==> src/rtl/vector_multi_reduce_unit_if.sv <==
// Data/config bus of the vector reduce unit: master drives vectors and config,
// slave (the unit) returns reduced vectors aligned with eof and chain id.
interface vector_multi_reduce_unit_if #(
  parameter int N          = 8,
  parameter int DATA_WIDTH = 32,
  parameter int MAX_CHAINS = 4
);
  localparam int CW = (MAX_CHAINS > 1) ? $clog2(MAX_CHAINS) : 1;

  logic                           valid_in;
  logic                           eof_in;
  logic [CW-1:0]                  chainId_in;
  logic                           tracing;
  logic [7:0]                     configId;
  logic [7:0]                     configData;
  logic [N-1:0][DATA_WIDTH-1:0]   vector_in;
  logic                           valid_out;
  logic [N-1:0][DATA_WIDTH-1:0]   vector_out;
  logic                           eof_out;
  logic [CW-1:0]                  chainId_out;

  modport master (
    output valid_in, eof_in, chainId_in, tracing, configId, configData, vector_in,
    input  valid_out, vector_out, eof_out, chainId_out
  );

  modport slave (
    input  valid_in, eof_in, chainId_in, tracing, configId, configData, vector_in,
    output valid_out, vector_out, eof_out, chainId_out
  );
endinterface

==> src/rtl/vector_multi_reduce_unit.sv <==
// Pipelined per-chain vector reducer: pass, sum, max, min, group sum and
// cross-vector accumulate, one registered tree level per cycle.
module vector_multi_reduce_unit #(
  parameter int                    N                  = 8,
  parameter int                    DATA_WIDTH         = 32,
  parameter int                    M                  = 2,
  parameter int                    MAX_CHAINS         = 4,
  parameter logic [7:0]            PERSONAL_CONFIG_ID = 8'd0,
  parameter logic [MAX_CHAINS*8-1:0] INITIAL_FIRMWARE = '0
) (
  input  logic                       clk,
  input  logic                       reset_n,
  vector_multi_reduce_unit_if.slave  bus
);
  localparam int LV  = $clog2(N);
  localparam int GLV = $clog2(N / M);
  localparam int CW  = (MAX_CHAINS > 1) ? $clog2(MAX_CHAINS) : 1;
  localparam logic [8:0] CHAINS9 = 9'(MAX_CHAINS);

  localparam logic [2:0] MODE_SUM   = 3'd1;
  localparam logic [2:0] MODE_MAX   = 3'd2;
  localparam logic [2:0] MODE_MIN   = 3'd3;
  localparam logic [2:0] MODE_GROUP = 3'd4;
  localparam logic [2:0] MODE_ACC   = 3'd5;

  typedef logic [N-1:0][DATA_WIDTH-1:0] vec_t;

  // One tree level: pairs (2i, 2i+1) fold into lane i; group mode stops folding
  // once each group has collapsed to a single lane. Other codes pass through.
  function automatic vec_t reduce_level(input vec_t d, input logic [2:0] mode, input int lvl);
    vec_t                  r;
    logic [DATA_WIDTH-1:0] a;
    logic [DATA_WIDTH-1:0] b;
    logic                  combine;
    combine = (mode == MODE_SUM) || (mode == MODE_MAX) || (mode == MODE_MIN) ||
              (mode == MODE_ACC) || ((mode == MODE_GROUP) && (lvl <= GLV));
    r = d;
    if (combine) begin
      r = '0;
      for (int i = 0; i < N / 2; i++) begin
        if (i < (N >> lvl)) begin
          a = d[2*i];
          b = d[2*i+1];
          if (mode == MODE_MAX)      r[i] = ($signed(a) > $signed(b)) ? a : b;
          else if (mode == MODE_MIN) r[i] = ($signed(a) < $signed(b)) ? a : b;
          else                       r[i] = a + b;
        end
      end
    end
    return r;
  endfunction

  logic [7:0]            firmware_reg [MAX_CHAINS];
  logic [DATA_WIDTH-1:0] acc_reg      [MAX_CHAINS];

  vec_t          data_reg  [LV];
  logic [2:0]    mode_reg  [LV];
  logic [CW-1:0] chain_reg [LV];
  logic          valid_reg [LV];
  logic          eof_reg   [LV];
  vec_t          level_next [1:LV];

  logic [8:0]            cfg_offset;
  logic                  cfg_hit;
  logic [CW-1:0]         cfg_idx;
  logic [DATA_WIDTH-1:0] acc_sum;
  vec_t                  acc_vec;

  assign cfg_offset = {1'b0, bus.configId} - {1'b0, PERSONAL_CONFIG_ID};
  assign cfg_hit    = !bus.tracing && (bus.configId >= PERSONAL_CONFIG_ID) && (cfg_offset < CHAINS9);
  assign cfg_idx    = cfg_offset[CW-1:0];

  always_ff @(posedge clk or negedge reset_n) begin
    if (!reset_n) begin
      for (int i = 0; i < MAX_CHAINS; i++) firmware_reg[i] <= INITIAL_FIRMWARE[i*8 +: 8];
    end else if (cfg_hit) begin
      firmware_reg[cfg_idx] <= bus.configData;
    end
  end

  // Stage 0: the mode is latched here so reconfiguration never affects in-flight vectors.
  always_ff @(posedge clk or negedge reset_n) begin
    if (!reset_n) begin
      valid_reg[0] <= 1'b0;
      eof_reg[0]   <= 1'b0;
      chain_reg[0] <= '0;
      mode_reg[0]  <= '0;
    end else begin
      valid_reg[0] <= bus.valid_in & bus.tracing;
      eof_reg[0]   <= bus.eof_in;
      chain_reg[0] <= bus.chainId_in;
      mode_reg[0]  <= firmware_reg[bus.chainId_in][2:0];
    end
  end

  always_ff @(posedge clk) begin
    if (bus.valid_in && bus.tracing) data_reg[0] <= bus.vector_in;
  end

  generate
    for (genvar gi = 1; gi < LV; gi++) begin : g_stage
      always_comb level_next[gi] = reduce_level(data_reg[gi-1], mode_reg[gi-1], gi);

      always_ff @(posedge clk or negedge reset_n) begin
        if (!reset_n) begin
          valid_reg[gi] <= 1'b0;
          eof_reg[gi]   <= 1'b0;
          chain_reg[gi] <= '0;
          mode_reg[gi]  <= '0;
        end else begin
          valid_reg[gi] <= valid_reg[gi-1];
          eof_reg[gi]   <= eof_reg[gi-1];
          chain_reg[gi] <= chain_reg[gi-1];
          mode_reg[gi]  <= mode_reg[gi-1];
        end
      end

      always_ff @(posedge clk) begin
        if (valid_reg[gi-1]) data_reg[gi] <= level_next[gi];
      end
    end
  endgenerate

  always_comb begin
    level_next[LV] = reduce_level(data_reg[LV-1], mode_reg[LV-1], LV);
    acc_sum        = acc_reg[chain_reg[LV-1]] + level_next[LV][0];
    acc_vec        = '0;
    acc_vec[0]     = acc_sum;
  end

  // Final level doubles as the output register; accumulate beats only surface on eof.
  always_ff @(posedge clk or negedge reset_n) begin
    if (!reset_n) begin
      bus.valid_out   <= 1'b0;
      bus.eof_out     <= 1'b0;
      bus.chainId_out <= '0;
      bus.vector_out  <= '0;
      for (int i = 0; i < MAX_CHAINS; i++) acc_reg[i] <= '0;
    end else begin
      bus.valid_out <= 1'b0;
      bus.eof_out   <= 1'b0;
      if (valid_reg[LV-1]) begin
        if (mode_reg[LV-1] == MODE_ACC) begin
          if (eof_reg[LV-1]) begin
            bus.valid_out             <= 1'b1;
            bus.eof_out               <= 1'b1;
            bus.chainId_out           <= chain_reg[LV-1];
            bus.vector_out            <= acc_vec;
            acc_reg[chain_reg[LV-1]] <= '0;
          end else begin
            acc_reg[chain_reg[LV-1]] <= acc_sum;
          end
        end else begin
          bus.valid_out   <= 1'b1;
          bus.eof_out     <= eof_reg[LV-1];
          bus.chainId_out <= chain_reg[LV-1];
          bus.vector_out  <= level_next[LV];
        end
      end
      if (cfg_hit) acc_reg[cfg_idx] <= '0;
    end
  end
endmodule

==> src/flat_wrapper.sv <==
// flat-port wrapper written by rule: the top's interface ports become plain ports
module vector_multi_reduce_unit_flat 
#(
  parameter int                    N                  = 8,
  parameter int                    DATA_WIDTH         = 32,
  parameter int                    M                  = 2,
  parameter int                    MAX_CHAINS         = 4,
  parameter logic [7:0]            PERSONAL_CONFIG_ID = 8'd0,
  parameter logic [MAX_CHAINS*8-1:0] INITIAL_FIRMWARE = '0
)
  (clk, reset_n, bus_valid_in, bus_eof_in, bus_chainId_in, bus_tracing, bus_configId, bus_configData, bus_vector_in, bus_valid_out, bus_vector_out, bus_eof_out, bus_chainId_out);
  vector_multi_reduce_unit_if #(.N(N), .DATA_WIDTH(DATA_WIDTH), .MAX_CHAINS(MAX_CHAINS)) bus_i ();
  input  logic clk;
  input  logic reset_n;
  input wire logic [$bits(bus_i.valid_in)-1:0] bus_valid_in;
  input wire logic [$bits(bus_i.eof_in)-1:0] bus_eof_in;
  input wire logic [$bits(bus_i.chainId_in)-1:0] bus_chainId_in;
  input wire logic [$bits(bus_i.tracing)-1:0] bus_tracing;
  input wire logic [$bits(bus_i.configId)-1:0] bus_configId;
  input wire logic [$bits(bus_i.configData)-1:0] bus_configData;
  input wire logic [$bits(bus_i.vector_in)-1:0] bus_vector_in;
  output wire logic [$bits(bus_i.valid_out)-1:0] bus_valid_out;
  output wire logic [$bits(bus_i.vector_out)-1:0] bus_vector_out;
  output wire logic [$bits(bus_i.eof_out)-1:0] bus_eof_out;
  output wire logic [$bits(bus_i.chainId_out)-1:0] bus_chainId_out;
  assign bus_i.valid_in = bus_valid_in;
  assign bus_i.eof_in = bus_eof_in;
  assign bus_i.chainId_in = bus_chainId_in;
  assign bus_i.tracing = bus_tracing;
  assign bus_i.configId = bus_configId;
  assign bus_i.configData = bus_configData;
  assign bus_i.vector_in = bus_vector_in;
  assign bus_valid_out = bus_i.valid_out;
  assign bus_vector_out = bus_i.vector_out;
  assign bus_eof_out = bus_i.eof_out;
  assign bus_chainId_out = bus_i.chainId_out;
  vector_multi_reduce_unit #(.N(N), .DATA_WIDTH(DATA_WIDTH), .M(M), .MAX_CHAINS(MAX_CHAINS), .PERSONAL_CONFIG_ID(PERSONAL_CONFIG_ID), .INITIAL_FIRMWARE(INITIAL_FIRMWARE)) u_core (.clk(clk), .reset_n(reset_n), .bus(bus_i));
endmodule
==> config.mk <==
export PLATFORM = sky130hd
export DESIGN_NAME = vector_multi_reduce_unit_flat
export DESIGN_NICKNAME = d
export VERILOG_FILES = /design/src/rtl/vector_multi_reduce_unit_if.sv /design/src/rtl/vector_multi_reduce_unit.sv /design/src/flat_wrapper.sv
export SDC_FILE = /design/constraint.sdc
export NUM_CORES = 2
export LEC_CHECK = 0
export ABC_AREA = 1
export CAP_MARGIN = 25
export CORE_MARGIN = 3
export CORE_UTILIZATION = 50
export CTS_BUF_LIST = sky130_fd_sc_hd__clkbuf_16
export DETAILED_ROUTE_END_ITERATION = 10
export PLACE_DENSITY = 0.7
export REMOVE_ABC_BUFFERS = 1
export SLEW_MARGIN = 20
export SYNTH_ARGS = -nofsm -noshare
export SYNTH_HDL_FRONTEND = slang
export SYNTH_SLANG_ARGS = --single-unit
==> constraint.sdc <==
create_clock -name clk -period 7 [get_ports clk]
set_input_delay 1.4 -clock clk [delete_from_list [all_inputs] [get_ports clk]]
set_output_delay 1.4 -clock clk [all_outputs]
set_load 0.01 [all_outputs]
Yosys cells after proc, flatten, opt, wreduce, memory -nomap -nowiden
Memories as Yosys holds them, arrays and structs flattened.
Cells that the tools add are included.

word-level totals
  bits of input ports = 279
  word-level logic and storage cells = 166
  output and inout bits = 260
  memories kept = 1
  bits in writable memories = 768
  register bits = 441

operators by class
  order comparisons = 21
  bitwise gates (word level) = 8
  muxes and demuxes = 64
  reduce and logical (&&, ||, !) cells = 18
  equality and inequality tests = 15
  $add $sub $neg = 8

memories
  name             words  width  read ports  clocked after memory_dff  write ports  RTL line                        source
  u_core.data_reg  3      256    3           0                         3            vector_multi_reduce_unit.sv:56  vec_t data_reg [LV];

operators with widths
  operator                                                                             number
  256-bit 2-to-1 mux                                                                   5
  32-bit 2-to-1 mux                                                                    32
  128-bit 2-to-1 mux                                                                   4
  32-bit adder                                                                         8
  128-bit bitwise AND                                                                  2
  128-bit NOT                                                                          2
  32-bit > comparator                                                                  7
  32-bit less-than comparator                                                          7
  128-bit bitwise mux                                                                  1
  32-bit demux with 2-bit select                                                       2
  32-bit binary-select mux with 2-bit select                                           1
  32-bit bitwise mux                                                                   1
  3-bit by 2-bit == test with 1-bit output, second input constant                      6
  8-bit binary-select mux with 2-bit select                                            1
  8-bit demux with 2-bit select                                                        1
  3-bit == test, second input constant                                                 5
  1-bit logical OR                                                                     11
  1-bit 2-to-1 mux                                                                     11
  3-bit by 1-bit == test with 1-bit output, second input constant                      3
  3-bit greater-or-equal comparator, second input constant                             3
  2-bit NOT with 3-bit output                                                          3
  8-bit by 1-bit greater-or-equal comparator with 1-bit output, second input constant  1
  8-bit by 3-bit less-than comparator with 1-bit output, second input constant         1
  8-bit 2-to-1 mux                                                                     1
  8 further kinds                                                                      15

Longest topological paths before layout
An unclocked memory read counts as a cell.

  word-level depth = 13
  depth in mapped cells = 40
  mapped depth without buffers = 39

Worst setup path before layout
No wires, ideal clock.

  kind = input to register
  start = input port bus_valid_in
  end = register u_core.valid_reg[2] (netlist name)
  cell stages on the path = 2
  data arrival time = 6354 ps
  buffers on the path = 0
  setup slack = -19 ps
  cells stage by stage = nand2_1 > inv_1

on the way
  longest elaborated chain between the ends = 1

RTL lines
  element            RTL line                        source
  from (decl)        flat_wrapper.sv:15              input wire logic [$bits(bus_i.valid_in)-1:0] bus_valid_in;
  1-bit bitwise AND  vector_multi_reduce_unit.sv:89  valid_reg[0] <= bus.valid_in & bus.tracing;
  to (decl)          vector_multi_reduce_unit.sv:59  logic valid_reg [LV];

Every way passes these cells.
A chain may end at the register's enable or synchronous reset.

==> flow_summary.ini <==
[pwr]
cellPowerDensity_nw_per_um2 = 278
ir_drop_mv = 0.211
p_leak_nw = 37.6
power_w = 0.0235

[place]
place_area_sq_um = 80000
dp.cells = 11186
io_buffers = 533
routabilityCongestion = 0.995
dpl.hpwl_um = 198000
dp_slack_ns = 1.12

[worst_setup_path]
r2r_slack_ns = 1.02
end_kind = flip-flop
required_ns = 7.70
r2r-end = u_core.acc_reg[125]$_DFF_PN0_
crit_path_top_delay_cell = o21ai_1
crit_fanout = 32
crit_path_start_kind = flip-flop
worstSetupPathType = reg -> reg
crit_top_cell = nand2_1
critPathMaxStageDelay_ns = 0.53
r2r_cells = 28
reg2reg_from = u_core.data_reg[0][543]$_DFFE_PP_
worstPathArrival_ns = 6.68

[clock_tree]
cts_setup_buffers = 0
cts_buffer_depth = 3
cts_made_buffers = 135
clk_pin_slew_worst_paths_ns = 0.06
cts_resized = 0
clockRootBuffer = clkbuf_16
cts_tree = yes
hold_buffers = 0
htreeDepth = 4
clk-insertion-delay-late_ns = 0.78
clkSinkCount = 1189

[logic_synthesis]
synth_area_sq_um = 73100
synth_mux_area_share_pct = 0
synth_seq_cells = 1189
syn_inst = 9064
synth_area_per_cell_sq_um = 8.06
synth_compound_area_share_pct = 16.6
synth-simple-area-share_pct = 20.4
async_flop_share_pct = 35.4
synth_seq_area_share_pct = 46.0
yosysUniqueCellTypes = 65
synth_xor_xnor_area_share_pct = 0.528
synthAdderAreaFrac_pct = 8.30
synth_top_family_by_area = simple AND/OR/NAND/NOR gates
ys.flop_type = edfxtp_1
yosysWarnings = 0
synth-edff-count = 768

[timing]
final_max_slew_viol_count = 0
max_freq_mhz = 167
rsz0062_at_grt = no
worst_pin_slew_ns = 1.07
setup_viol = 0
maxSlewHeadroom_pct = 29.0
period_share_pct = 85.4
fin_skew_ns = 0.0283
setup_slack_ns = 1.02
finalHoldViolations = 0
min_period_ns = 5.98

[route]
firstDrtPassIters = 8
wl_per_cell_um = 23.5
drc = 0
routed_wl_um = 269000
route.antenna.remaining_nets = 0
vias = 66751
drt_iter0_drc = 7087
via_per_inst = 5.83

[floorplan]
die_height_um = 388
initial_core_util_pct = 50.6
core_area_sq_um = 144000
io_pins = 539
placementRows = 139
die_area_sq_um = 151000
fp.dieW_um = 388

[global_route]
grt_pass1_vias = 62352
grt_pass1_wl_um = 397000
grt.overflow.total = 0
antenna_found_initial = 18
grt_max_degree = 159
grtUsageTotal_pct = 34.6

[layout]
fillCellCount = 13091
largest_reg_flops = 768
layout_common_cells = 1784 x nand2_1, 1131 x nor2_1, 1128 x inv_1
drive_above_1_share_pct = 4.47
regArea_sq_um = 33600
fin_nets = 10180
utilization_pct = 58.4
synthToLayoutAreaGrowth_pct = 15.5
layout_commonest_cell = nand2_1
multi_input_area_sq_um = 33600
finalNonFillerCells = 11446
stdcell_area_sq_um = 84400

[min_path]
hold_end = u_core.chain_reg[0]$_DFF_PN0_
worstHoldPathCells = 0
min-delay-start = u_core.chain_reg[2]$_DFF_PN0_
hold_path_class = reg -> reg

[run]
max_cap_viol_count = 0

[outcome]
status = finished, final reports clean
-- per-stage QoR --
stage / hold WS (ns) / TNS [ns]
6_report: 0.347 / 0
5_1_grt: 0.366 / 0
4_1_cts: 0.352 / 0
3_5_place_dp: 0.339 / 0
3_3_place_gp: 0.333 / 0
2_1_floorplan: 0.331 / -1172.16
-- power breakdown --
group / leakage (nW) / internal (W) / switching, W
Combinational: 23.3 / 0.00246 / 0.00477
Clock: 2.25 / 0.00390 / 0.00311
Sequential: 12.0 / 0.00850 / 0.000714
-- per-layer routing --
layer  global-route usage [%]  vias to the layer above  part of all wire (%)
li1                         -                    31183                     -
met3                     5.85                      416                   8.7
met1                     49.3                    32071                    43
met5                        0                        -                0.0033
met4                     12.8                        2                   4.0
met2                     53.2                     3079                    44
-- cells in the mapped netlist, types with 63 or more instances --
cell / number / area (sq um)
nand2_1: 1786 / 6700
nor2_1: 1140 / 4280
inv_1: 1104 / 4140
a21oi_1: 906 / 4530
edfxtp_1: 768 / 23100
o21ai_0: 617 / 3090
nand3_1: 497 / 2490
ha_1: 472 / 5910
dfrtp_1: 421 / 10500
clkbuf_1: 264 / 991
o211ai_1: 132 / 991
a31oi_1: 102 / 638
o22ai_1: 93 / 582
o21ai_1: 90 / 450
buf_2: 63 / 315
-- logic make-up (layout without fill, tap and decap cells) --
| kind of cell | Yosys count | in the layout |
|---|---|---|
| flip-flops | 1189 | 1189 |
| XOR/XNOR | 44 | 44 |
| other | 0 | 9 |
| AND/OR/NAND/NOR | 3644 | 3644 |
| AO/OA/AOI/OAI | 2176 | 2176 |
| adder cells (fa/ha/maj) | 480 | 480 |
| buffers and inverters | 1531 | 2001 |
-- how the worst max path moves through the flow --
stage                                            from  slack, ns  cells past startpoint                                     to
finish              u_core.data_reg[0][543]$_DFFE_PP_       1.02                     28          u_core.acc_reg[125]$_DFF_PN0_
global route        u_core.data_reg[0][543]$_DFFE_PP_       0.66                     28          u_core.acc_reg[125]$_DFF_PN0_
CTS                 u_core.data_reg[0][541]$_DFFE_PP_       1.09                     28          u_core.acc_reg[125]$_DFF_PN0_
detailed placement  u_core.data_reg[0][541]$_DFFE_PP_       1.12                     28          u_core.acc_reg[125]$_DFF_PN0_
global placement    u_core.data_reg[0][541]$_DFFE_PP_       1.22                     30           u_core.acc_reg[16]$_DFF_PN0_
floorplan                u_core.mode_reg[1]$_DFF_PN0_      -3.35                      8  u_core.bus.vector_out[10]$_DFFE_PN0P_
-- critical path, delay by kind of cell (launching register included) --
| family | cells | cell delay [ns] |
|---|---|---|
| compound gates | 9 | 1.84 |
| simple gates | 16 | 2.26 |
| flops | 1 | 0.51 |
| fa+ha+maj | 2 | 0.85 |
| buf+inv | 1 | 0.42 |
-- area by class of cell --
cell class / instances / area share, %
sequential: 1189 / 39.8
clock buffer: 138 / 4.09
antenna: 9 / 0.0267
tap: 1903 / 2.82
timing repair buffer: 623 / 7.30
clock inverter: 112 / 1.06
multi-input combinational: 6344 / 39.8
inverter: 1128 / 5.07
(Power assumes the default switching activity.)
